`config.mk`:
```
export PLATFORM = sky130hd
export DESIGN_NAME = drum_mul_arbiter
export DESIGN_NICKNAME = d
export VERILOG_FILES = /design/src/rtl/drum_arb_pkg.sv /design/src/rtl/drum.sv /design/src/rtl/drum_mul_arbiter_rr_arbiter.sv /design/src/rtl/drum_mul_arbiter.sv
export SDC_FILE = /design/constraint.sdc
export NUM_CORES = 1
export LEC_CHECK = 0
export CORE_UTILIZATION = 53
export DETAILED_ROUTE_END_ITERATION = 8
export HOLD_SLACK_MARGIN = 0.05
export PLACE_DENSITY = 0.84
export SLEW_MARGIN = 20
export SYNTH_ARGS = -nofsm -noshare
export SYNTH_HDL_FRONTEND = slang
export SYNTH_SLANG_ARGS = --single-unit
```
`constraint.sdc`:
```
create_clock -name clk -period 8.45 [get_ports clk]
set_input_delay 1.2675 -clock clk [delete_from_list [all_inputs] [get_ports clk]]
set_output_delay 1.2675 -clock clk [all_outputs]
set_load 0.02 [all_outputs]
```
`src/rtl/drum_arb_pkg.sv`:
```
// Shared constants and the round-robin pick helper for the drum multiplier arbiter.
package drum_arb_pkg;

    localparam int DRUM_N = 8;
    localparam int DRUM_K = 4;

    // Widest requester vector rr_pick can handle; callers zero-extend into it.
    localparam int RR_MAX = 32;

    // One-hot grant of the first set bit of valid, searching upward from ptr
    // and wrapping at nreq. Returns all zero when nothing is valid.
    function automatic logic [RR_MAX-1:0] rr_pick(
        input logic [RR_MAX-1:0] valid,
        input int unsigned       ptr,
        input int unsigned       nreq = RR_MAX
    );
        logic [RR_MAX-1:0] gnt;
        int unsigned       idx;
        gnt = '0;
        for (int unsigned i = 0; i < RR_MAX; i++) begin
            idx = ptr + i;
            if (idx >= nreq) idx = idx - nreq;
            if (i < nreq && gnt == '0 && valid[idx]) gnt[idx] = 1'b1;
        end
        return gnt;
    endfunction

endpackage

```
`src/rtl/drum.sv`:
```
// DRUM approximate signed multiplier: keeps k bits from each operand's leading
// one (LSB forced to 1 when bits were dropped), multiplies, shifts back.
// Signs are handled in one's-complement form.
module drum #(
    parameter int k = 4,
    parameter int n = 8,
    parameter int m = 8
) (
    input  logic [n-1:0]   a,
    input  logic [m-1:0]   b,
    output logic [n+m-1:0] r
);

    logic [n-1:0]     abs_a;
    logic [m-1:0]     abs_b;
    logic [k-1:0]     seg_a, seg_b;
    int               sh_a, sh_b;
    logic [2*k-1:0]   prod;
    logic [n+m-1:0]   mag;
    logic             neg;

    assign neg   = a[n-1] ^ b[m-1];
    assign abs_a = a[n-1] ? ~a : a;
    assign abs_b = b[m-1] ? ~b : b;

    // Leading-one detect and k-bit segment for operand a.
    always_comb begin : seg_a_sel
        int lead;
        lead = 0;
        for (int i = 0; i < n; i++) if (abs_a[i]) lead = i;
        if (lead >= k) begin
            sh_a  = lead - k + 1;
            seg_a = k'(abs_a >> sh_a) | k'(1);
        end else begin
            sh_a  = 0;
            seg_a = abs_a[k-1:0];
        end
    end

    // Leading-one detect and k-bit segment for operand b.
    always_comb begin : seg_b_sel
        int lead;
        lead = 0;
        for (int i = 0; i < m; i++) if (abs_b[i]) lead = i;
        if (lead >= k) begin
            sh_b  = lead - k + 1;
            seg_b = k'(abs_b >> sh_b) | k'(1);
        end else begin
            sh_b  = 0;
            seg_b = abs_b[k-1:0];
        end
    end

    // Small core product, scaled back up and re-signed.
    always_comb begin
        prod = seg_a * seg_b;
        mag  = (n+m)'(prod) << (sh_a + sh_b);
        r    = neg ? ~mag : mag;
    end

endmodule

```
`src/rtl/drum_mul_arbiter_rr_arbiter.sv`:
```
// Round-robin arbiter: owns the rotating pointer and produces a one-hot grant.
module rr_arbiter
    import drum_arb_pkg::*;
#(
    parameter int NREQ = 4
) (
    input  logic                    clk,
    input  logic                    rst_n,
    input  logic                    en,
    input  logic [NREQ-1:0]         valid,
    output logic [NREQ-1:0]         grant,
    output logic [$clog2(NREQ)-1:0] grant_id,
    output logic                    grant_any
);

    localparam int IDW = $clog2(NREQ);

    logic [IDW-1:0]    rr_ptr;
    logic [RR_MAX-1:0] valid_ext;
    logic [RR_MAX-1:0] pick;
    logic              unused_pick;

    // Widen the request vector to the helper's fixed width.
    always_comb begin
        valid_ext            = '0;
        valid_ext[NREQ-1:0]  = valid;
    end

    assign pick        = rr_pick(valid_ext, 32'(rr_ptr), NREQ);
    assign unused_pick = ^pick;
    assign grant       = en ? pick[NREQ-1:0] : '0;
    assign grant_any   = |grant;

    // Encode the one-hot grant to an index.
    always_comb begin
        grant_id = '0;
        for (int i = 0; i < NREQ; i++) if (grant[i]) grant_id = IDW'(i);
    end

    // Pointer moves just past the winner so it goes last next time.
    always_ff @(posedge clk) begin
        if (!rst_n)
            rr_ptr <= '0;
        else if (grant_any)
            rr_ptr <= (grant_id == IDW'(NREQ-1)) ? '0 : grant_id + 1'b1;
    end

endmodule

```
`src/rtl/drum_mul_arbiter.sv`:
```
// Shares one drum multiplier among NREQ requesters behind a round-robin arbiter
// and a two-stage (operand, result) pipeline with full backpressure.
module drum_mul_arbiter
    import drum_arb_pkg::*;
#(
    parameter int NREQ = 4,
    parameter int N    = DRUM_N,
    parameter int K    = DRUM_K
) (
    input  logic                    clk,
    input  logic                    rst_n,
    input  logic [NREQ-1:0]         req_valid,
    output logic [NREQ-1:0]         req_ready,
    input  logic [NREQ*N-1:0]       req_a,
    input  logic [NREQ*N-1:0]       req_b,
    output logic                    rsp_valid,
    input  logic                    rsp_ready,
    output logic [$clog2(NREQ)-1:0] rsp_id,
    output logic [2*N-1:0]          rsp_data,
    output logic                    busy
);

    localparam int IDW = $clog2(NREQ);

    logic           adv1, adv2;
    logic           gnt_any;
    logic [IDW-1:0] gnt_id;
    logic [N-1:0]   sel_a, sel_b;

    logic           s1_valid, s2_valid;
    logic [N-1:0]   s1_a, s1_b;
    logic [IDW-1:0] s1_id;
    logic [2*N-1:0] drum_r;

    // A stage may load when the stage ahead of it is empty or draining.
    assign adv2 = !s2_valid | rsp_ready;
    assign adv1 = !s1_valid | adv2;

    rr_arbiter #(.NREQ(NREQ)) u_arb (
        .clk       (clk),
        .rst_n     (rst_n),
        .en        (adv1),
        .valid     (req_valid),
        .grant     (req_ready),
        .grant_id  (gnt_id),
        .grant_any (gnt_any)
    );

    assign sel_a = req_a[gnt_id*N +: N];
    assign sel_b = req_b[gnt_id*N +: N];

    // Operand stage: capture the granted requester's operands and tag.
    always_ff @(posedge clk) begin
        if (!rst_n) begin
            s1_valid <= 1'b0;
            s1_a     <= '0;
            s1_b     <= '0;
            s1_id    <= '0;
        end else if (adv1) begin
            s1_valid <= gnt_any;
            s1_a     <= sel_a;
            s1_b     <= sel_b;
            s1_id    <= gnt_id;
        end
    end

    drum #(.k(K), .n(N), .m(N)) u_drum (
        .a (s1_a),
        .b (s1_b),
        .r (drum_r)
    );

    // Result stage: hold the product and tag until the consumer takes it.
    always_ff @(posedge clk) begin
        if (!rst_n) begin
            s2_valid <= 1'b0;
            rsp_data <= '0;
            rsp_id   <= '0;
        end else if (adv2) begin
            s2_valid <= s1_valid;
            rsp_data <= drum_r;
            rsp_id   <= s1_id;
        end
    end

    assign rsp_valid = s2_valid;
    assign busy      = s1_valid | s2_valid;

endmodule

```
==> results.md, run 1 <==
* Fillers at 717
* RSZ-0062 raised after global routing: false
* Vias in the first global route at about 4500
* Final setup violation count at 0
* EDFF count, synth at 0
* Largest family of logic cells by synthesized area: compound AO/OA/AOI/OAI gates
* Met3 usage at 0.0298
* Drt wl/cell at ~16 um
* Reg clk slew, reported paths at about 90 ps
* Maximum operating frequency at 147 MHz
* FF-to-FF Start: s1_b[7]
* CP Data Required Time at 8650 ps
* Port Buffers at 94
* Synth warnings at 0
* Initial Utilization at 0.552
* Ys async rst share at 0
* Register area share after synthesis at 0.176
* Startpoint types: flip-flop
* Placement Setup Slack at 1770 ps
* Global route total overflow at 0
* Vias per inst at 6.15
* Share of cells above drive strength 1 at 0.0868
* DR vias at 4614
* Met1 Track Usage GR at 0.367
* Compound-Gate Fraction of Synth Area at 0.309
* Setup ws final at 1660 ps
* Latest clock arrival within the worst-skew pair at 300 ps
* Pre-antenna DRT Iters at 4
* Adder-cell area share of the yosys netlist at 0.104
* Syn_area_per_cell at 7.97 sq um
* Postcts setup bufs at 0
* Synthesized instance count at 572
* Ys flop type: dfxtp_1
* CTS hold repair buffers at 0
* Critical Setup Path Class: reg -> reg
* GRT Max-Usage Layer: met2
* Width of the die at 94.8 um
* Antenna violations before repair at 0
* Critical path origin: s1_b[7]
* Crit share post-route at 0.803
* Area grow syn2layout at 23.1%
* Crit. End Element: flip-flop
* TNS Setup at 0 ps
* Hold path start: s1_id[0]
* Dpl cells at between 700 and 800
* Detail Route Antenna Nets at 0
* Status: completed
* CTS Buf Count at 5
* Worst min path class: reg -> reg
* Global-route wire length before repair at 20.8 mm
* Sequential Area at between 800 and 900 sq um
* Grt met2 use at 0.508
* Final Hold Viols at 0
* Max transition margin at 0.348
* Ports at 95
* Multiplexer area fraction after synthesis at 0.0999
* Synth cell types at 71
* Multi-input logic area at 3480 sq um
* CP Max Fanout at 16
* Residual DRC at 0
* Worst-Margin Slew at between 900 and 1000 ps
* Nets at 750
* Placer Congestion at 0.899
* Sink Count at 40
* Non-Filler Instances at 750
* Die H at 94.8 um
* Die ar. at ~9000 sq um
* PostCTS Resize Cnt at 0
* Antenna Cells at 0
* Core Box Area at around 8300 sq um
* Initial drt markers at 253
* Simple-gate share of the synthesized area at 0.203
* GRT Overall Usage at 0.287
* Period minus WS final at about 6800 ps
* Placement Rows at 33
* H-Tree Depth at 2
* Clk root buf: clkbuf_8
* Syn Nets at 678
* Count of final max-slew check failures at 0
* DP HPWL at between 9 and 10 mm
* Max Cap Viol at 0
* Cell Area, Synth at 4560 sq um
* TritonCTS clock tree: built
* Final wirelength at 12.2 mm
* Largest net degree at the start of global routing at 42
* Clock Skew at 11.3 ps
* CTS max path bufs at 2
* Crit path arrival time at 6980 ps
* Area share of xor/xnor cells in the synthesized design at 0.0442
* Yosys reg bits at 40
-- Yosys cell counts, types with 4 or more instances --
library cell	instances	area, sq um
a21oi_2	9	78.8
or4_1	4	30.0
clkbuf_1	21	78.8
buf_1	4	15.0
nor3_1	15	75.1
a22oi_1	6	45.0
ha_1	30	375
and2_1	14	87.6
o22ai_1	4	25.0
a211oi_1	4	30.0
inv_1	31	116
a21oi_1	33	165
o31ai_1	5	37.5
or2_1	10	62.6
fa_1	5	100
a31o_2	6	52.6
nor2b_1	6	37.5
xnor2_1	10	87.6
a31oi_1	4	25.0
a21o_1	9	67.6
nand3_1	10	50.1
nand2_1	46	173
nand2b_1	8	50.1
mux4_2	6	135
xor2_1	13	114
a221oi_2	11	165
a221oi_1	8	70.1
or2_0	7	43.8
mux2i_1	32	320
dfxtp_1	40	801
o21ai_0	41	205
o21a_1	8	60.1
nor2_1	40	150
a21boi_0	4	30.0
and3_1	4	25.0
-- per-layer routing --
metal	vias to the layer above	wire, um
met3	19	527
li1	2253	-
met4	0	180
met5	-	0
met1	2196	5330
met2	146	6150
-- worst max-delay path, stage by stage (launching register included) --
cell       delay, ps
dfxtp_1          500
or4_1            580
and2_1           220
nor2_1           250
inv_1             70
ha_1             170
nor2_1           110
and2_1           210
nand2_1           90
or4_1            440
a311oi_1         270
a311oi_1         120
or2_1            270
fa_1             480
fa_1             540
inv_1             80
ha_1             300
a21o_1           180
a21o_1           240
a2111oi_0        470
nor3_1           190
o21ai_0          380
a21oi_1          150
mux2i_1          150
a31o_2           220
-- metrics by stage --
step | util | instance area (sq um) | hold WS (ps)
floorplan | - | 4560 | 443
detailed placement | 0.665 | 5490 | 459
global route | 0.680 | 5610 | 511
CTS | 0.678 | 5600 | 478
global placement | 0.665 | 5490 | 455
finish | 0.680 | 5610 | 485
-- flip-flops by register name (all words and copies together), names as in the netlist --
register,cells
s1_valid,1
rsp_valid,1
rsp_data,16
s1_id,2
rsp_id,2
u_arb.rr_ptr,2
s1_b,8
s1_a,8
-- kinds of logic (layout without fill, tap and decap cells) --
group           Yosys count  in the layout
fa+ha+maj                35             35
buf+inv                  65            138
compound gates          190            190
flops                    40             40
simple gates            181            181
mux                      38             38
xor+xnor                 23             23
-- layout make-up --
cell class | instances | share of cell area
Tap cell | 105 | 0.0234
Inverter | 32 | 0.0214
Clock inverter | 3 | 0.00758
Timing Repair Buffer | 98 | 0.173
Multi-Input combinational cell | 467 | 0.620
Clock buffer | 5 | 0.0123
Sequential cell | 40 | 0.143
-- path summary, 6_finish.rpt --
check | end | slack [ps] | cells after the start
setup reg to reg | rsp_data[15] | 1660 | 24
hold / removal | rsp_id[0] | 490 | 2
setup / recovery | rsp_data[15] | 1660 | 24
hold reg to reg | rsp_id[0] | 490 | 2
-- cell usage in the layout (no fill, tap or decap), types with 14 or more instances in the layout --
cell type         n
nor2_1           40
ha_1             30
and2_1           14
o21ai_0          41
inv_1            31
mux2i_1          32
clkdlybuf4s50_1  94
dfxtp_1          40
nand2_1          46
nor3_1           15
a21oi_1          33
Power of run 1 is not shown: default switching activity piles up to over one toggle a cycle in this logic, so the estimate is an artifact.
==> inputs of run 2 (changes only) <==
Clock period 8.45 ns to 6.9 ns, I/O delays scaled along.
==> run 2 against run 1 <==
Against the previous run: maximum frequency up 3.3%; die area is the same; cell count stayed put; critical endpoint is now rsp_data[13]; largest cell class unchanged.
==> results.md, run 2 (synthesized netlist as in run 1, its figures left out) <==
* Die ar. at 8980 sq um (unchanged)
* Largest net degree at the start of global routing at 42 (unchanged)
* Largest register FFs at 16 (unchanged)
* Max transition margin at 0.336 (-0.0112)
* Most frequent cells in the layout: clkdlybuf4s50_1 (94), nand2_1 (46), o21ai_0 (39), nor2_1 (39), dfxtp_1 (38)
* TNS Setup at 0 ps (unchanged)
* TritonCTS clock tree: built
* CTS Buf Count at 5 (unchanged)
* Period minus WS final at 6570 ps (-218 ps)
* CTS hold repair buffers at 0 (unchanged)
* Count of final max-slew check failures at 0 (unchanged)
* Global-route wire length before repair at 21.2 mm (+2.1%)
* GRT Overall Usage at 0.292 (+0.00481)
* Final setup violation count at 0 (unchanged)
* Worst min path class: reg -> reg
* Drt wl/cell at 16.9 um (+3.9%)
* Pre-antenna DRT Iters at 5 (+1)
* Width of the die at 94.8 um (unchanged)
* Residual DRC at 0 (unchanged)
* Sink Count at 40 (unchanged)
* Vias per inst at 6.21 (+0.89%)
* Antenna Cells at 0 (unchanged)
* Worst-Margin Slew at 995 ps (+16.7 ps)
* Clk root buf: clkbuf_8
* Most common cell after layout, fill and taps aside: clkdlybuf4s50_1
* Final wirelength at 12.7 mm (+3.9%)
* Antenna violations before repair at 0 (unchanged)
* Placement Rows at 33 (unchanged)
* Ports at 95 (unchanged)
* Nets at 750 (unchanged)
* Die H at 94.8 um (unchanged)
* H-Tree Depth at 2 (unchanged)
* Dpl cells at 742 (unchanged)
* Detail Route Antenna Nets at 0 (unchanged)
* Fillers at 695 (-3.1%)
* Latest clock arrival within the worst-skew pair at 300 ps (about the same)
* Crit. End Element: flip-flop
* Status: completed
* CP Data Required Time at 7100 ps (-1550 ps)
* DR vias at 4655 (+0.89%)
* Core Box Area at 8260 sq um (unchanged)
* Crit path arrival time at 6770 ps (-210 ps)
* Setup ws final at 332 ps (-1330 ps)
* Port Buffers at 94 (unchanged)
* Initial drt markers at 301 (+19%)
* Top flop regs: rsp_data (16), s1_a (8), s1_b (8)
* Placer Congestion at 0.899 (about the same)
* Startpoint types: flip-flop
* CTS max path bufs at 2 (unchanged)
* Share of cells above drive strength 1 at 0.0977 (+0.0109)
* Crit share post-route at 0.952 (+0.149)
* Area grow syn2layout at 23.8%
* CP Max Fanout at 10 (-6)
* Final Hold Viols at 0 (unchanged)
* Clock Skew at 12.2 ps (+0.962 ps)
* DP HPWL at 9.51 mm (+1.9%)
* Max Cap Viol at 0 (unchanged)
* Non-Filler Instances at 750 (unchanged)
* Placement Setup Slack at 234 ps (-1540 ps)
* RSZ-0062 raised after global routing: false
* Register bank with the most flops: rsp_data
* Reg2reg setup slack at 330 ps (-1330 ps)
* Vias in the first global route at 4553 (+1.3%)
* Reg clk slew, reported paths at 90 ps (about the same)
* Global route total overflow at 0 (unchanged)
* Critical Setup Path Class: reg -> reg
* Maximum operating frequency at 152 MHz (+3.3%)
* Initial Utilization at 0.552 (unchanged)
[run 2: what timing repair did]
| action | CTS | global route |
|---|---|---|
| resized for setup | 0 | 11 |
| buffers inserted | 0 | 0 |
| endpoints found under the hold margin | 0 | 0 |
| setup endpoints to repair | 0 | 11 |
[run 2: area by class of cell]
type | instances | area (sq um) | share of cell area
Multi-Input combinational cell | 467 | 3510 | 0.622
Tap cell | 105 | 131 | 0.0233
Sequential cell | 40 | 803 | 0.142
Timing Repair Buffer | 98 | 971 | 0.172
Inverter | 32 | 120 | 0.0213
Clock buffer | 5 | 68.8 | 0.0122
Clock inverter | 3 | 42.5 | 0.00753
[run 2: path summary, 6_finish.rpt]
kind,start,endpoint,cells past startpoint
max,s1_b[4],rsp_data[13],24
min reg2reg,s1_id[0],rsp_id[0],2
min,s1_id[0],rsp_id[0],2
max reg2reg,s1_b[4],rsp_data[13],24
[run 2: worst max-delay path, stage by stage (launching register included)]
cell	delay, ps
dfxtp_1	400
or4_1	590
and2_1	240
nor2_2	200
inv_1	70
ha_1	180
nor2_1	110
and2_1	210
nand2_1	90
or4_1	430
a311oi_1	270
a311oi_1	130
or2_1	280
fa_1	480
fa_1	550
inv_1	80
ha_1	290
a21o_1	180
a21o_1	250
xor2_1	200
mux4_2	510
mux2i_1	200
o32ai_1	140
mux2i_1	160
a31o_2	230
[run 2: layer usage]
layer	vias to the layer above	track usage	part of all wire
met3	26	0.0282	0.044
met1	2220	0.372	0.43
li1	2250	-	-
met4	0	0.0745	0.017
met5	-	0	0
met2	159	0.523	0.51
[run 2: stage by stage]
| stage | hold slack, ps | util | instance area (sq um) |
|---|---|---|---|
| after floorplan | 443 | - | 4560 |
| after global routing | 493 | 0.684 | 5650 |
| after detailed placement | 474 | 0.665 | 5490 |
| after global placement | 455 | 0.665 | 5490 |
| final | 472 | 0.684 | 5650 |
| after CTS | 480 | 0.678 | 5600 |
Power of run 2 is left out for the same reason.
==> inputs of run 3 (changes only) <==
Settings changed: CORE_UTILIZATION 53 to 54, CTS_BUF_LIST from default to sky130_fd_sc_hd__clkbuf_8, PLACE_DENSITY 0.84 to 0.86.
==> run 3 against run 2 <==
Against the previous run: via count up 0.41%; critical path depth unchanged; count of clock-buffer cells in the layout unchanged; sequential share of layout area up 0.10 points; critical endpoint is now rsp_data[14].
==> results.md, run 3 (synthesized netlist as in run 1, its figures left out) <==
* Crit. End Element: flip-flop
* Initial Utilization at 0.558 (+0.00558)
* Drt wl/cell at 16.4 um (-3.1%)
* Met3 Routed Length at 623 um (+11%)
* Share of cells above drive strength 1 at 0.0916 (-0.00606)
* H-Tree Depth at 2 (unchanged)
* Worst-Margin Slew at 1030 ps (+38.2 ps)
* Sink Count at 40 (unchanged)
* Initial drt markers at 308 (+2.3%)
* Setup crit end: rsp_data[14]
* GRT Overall Usage at 0.286 (-0.00579)
* Ports at 95 (unchanged)
* Placement Setup Slack at 288 ps (+53.5 ps)
* Final wirelength at 12.3 mm (-3.2%)
* R2r endpoint: rsp_data[14]
* FF-to-FF Start: s1_b[5]
* CTS hold repair buffers at 0 (unchanged)
* Largest register FFs at 16 (unchanged)
* CP Data Required Time at 7090 ps (about the same)
* Antenna Cells at 0 (unchanged)
* Max transition margin at 0.311 (-0.0255)
* Met1 WL at 5.25 mm (-4.0%)
* Worst min path class: reg -> reg
* Detail Route Antenna Nets at 0 (unchanged)
* Crit path arrival time at 6740 ps (-30 ps)
* Critical Setup Path Class: reg -> reg
* Width of the die at 93.9 um (-0.91%)
* Status: completed
* Max Cap Viol at 0 (unchanged)
* Setup ws final at 349 ps (+16.5 ps)
* Area grow syn2layout at 22.7%
* Port Buffers at 94 (unchanged)
* Die ar. at 8810 sq um (-1.8%)
* TNS Setup at 0 ps (unchanged)
* Critical path origin: s1_b[5]
* Count of final max-slew check failures at 0 (unchanged)
* Core Box Area at 8180 sq um (-1.0%)
* Crit share post-route at 0.949 (-0.00239)
* Global-route wire length before repair at 20.6 mm (-2.7%)
* Largest net degree at the start of global routing at 42 (unchanged)
* Reg2reg setup slack at 350 ps (+20 ps)
* Placer Congestion at 0.964 (+7.2%)
* Antenna violations before repair at 0 (unchanged)
* Vias in the first global route at 4424 (-2.8%)
* TritonCTS clock tree: built
* Final Hold Viols at 0 (unchanged)
* Most frequent cells in the layout: clkdlybuf4s50_1 (94), nand2_1 (46), o21ai_0 (39), nor2_1 (39), dfxtp_1 (39)
* Maximum operating frequency at 153 MHz (+0.25%)
* Die H at 93.9 um (-0.91%)
* Nets at 750 (unchanged)
* RSZ-0062 raised after global routing: false
* Residual DRC at 0 (unchanged)
* DP HPWL at 9.39 mm (-1.2%)
* Startpoint types: flip-flop
* Placement Rows at 33 (unchanged)
* Most common cell after layout, fill and taps aside: clkdlybuf4s50_1
* Clk root buf: clkbuf_8
* Routed wl met2 at 6.10 mm (-5.0%)
* CP Max Fanout at 14 (+4)
* FF-to-FF path depth at 24 (unchanged)
* Post-DP Area at 5490 sq um (unchanged)
* DR vias at 4674 (+0.41%)
* Register bank with the most flops: rsp_data
* Pre-antenna DRT Iters at 7 (+2)
* Design area at 5600 sq um (-0.89%)
* Global route total overflow at 0 (unchanged)
* Vias per inst at 6.24 (+0.54%)
* Highest metal used: met4
* Final setup violation count at 0 (unchanged)
* CTS max path bufs at 2 (unchanged)
* Clock Skew at 2.43 ps (-9.81 ps)
* CTS Buf Count at 5 (unchanged)
* Reg clk slew, reported paths at 80 ps (about the same)
* Latest clock arrival within the worst-skew pair at 290 ps (about the same)
* Period minus WS final at 6550 ps (-16.5 ps)
* Top flop regs: rsp_data (16), s1_a (8), s1_b (8)
[run 3: per-stage QoR]
| stage | cells | utilization | hold slack [ps] |
|---|---|---|---|
| 6_report | 749 | 0.685 | 473 |
| 5_1_grt | 749 | 0.685 | 498 |
| 4_1_cts | 749 | 0.682 | 481 |
| 3_5_place_dp | 742 | 0.672 | 470 |
| 3_3_place_gp | 742 | 0.672 | 453 |
| 2_1_floorplan | 572 | - | 443 |
[run 3: final cells by class]
class / instances / area (sq um)
well taps: 105 / 131
multi-input cells: 467 / 3490
clock inverters: 2 / 12.5
inverters: 32 / 120
fillers: 638 / 2580
clock buffers: 5 / 68.8
repair buffers: 98 / 971
flip-flops and latches: 40 / 802
[run 3: worst min path at each step]
| stage | to | startpoint | cells after the start | slack, ps |
|---|---|---|---|---|
| 5_1_grt | rsp_id[0] | s1_id[0] | 2 | 500 |
| 6_report | rsp_id[0] | s1_id[0] | 2 | 470 |
| 2_1_floorplan | rsp_id[0] | s1_id[0] | 2 | 440 |
| 3_3_place_gp | rsp_id[0] | s1_id[0] | 2 | 450 |
| 4_1_cts | rsp_id[0] | s1_id[0] | 2 | 480 |
| 3_5_place_dp | rsp_id[0] | s1_id[0] | 2 | 470 |
[run 3: what timing repair did]
| item | in CTS | in global routing |
|---|---|---|
| buffers inserted | 0 | 0 |
| gates resized for setup | 0 | 6 |
| setup endpoints to repair | 0 | 10 |
[run 3: routing by layer]
layer,GRT usage,vias to the layer above
li1,-,2258
met1,0.377,2201
met5,0,-
met3,0.0324,37
met2,0.487,178
met4,0.0885,0
[run 3: worst max-delay path, stage by stage, from the launching register on]
cell and delay (ps):
dfxtp_1 450, or4_1 590, and2_1 230, nor2_2 200
inv_1 70, ha_1 170, nor2_1 110, and2_1 210
nand2_1 60, or4_1 390, a311oi_1 270, a311oi_1 130
or2_1 280, fa_1 470, fa_1 560, inv_1 70
ha_1 300, a21o_1 170, a21o_1 240, and3_1 190
nor3_1 440, nor4_1 120, a221oi_1 410, mux2i_1 120
a31o_1 190
Power of run 3 is left out for the same reason.
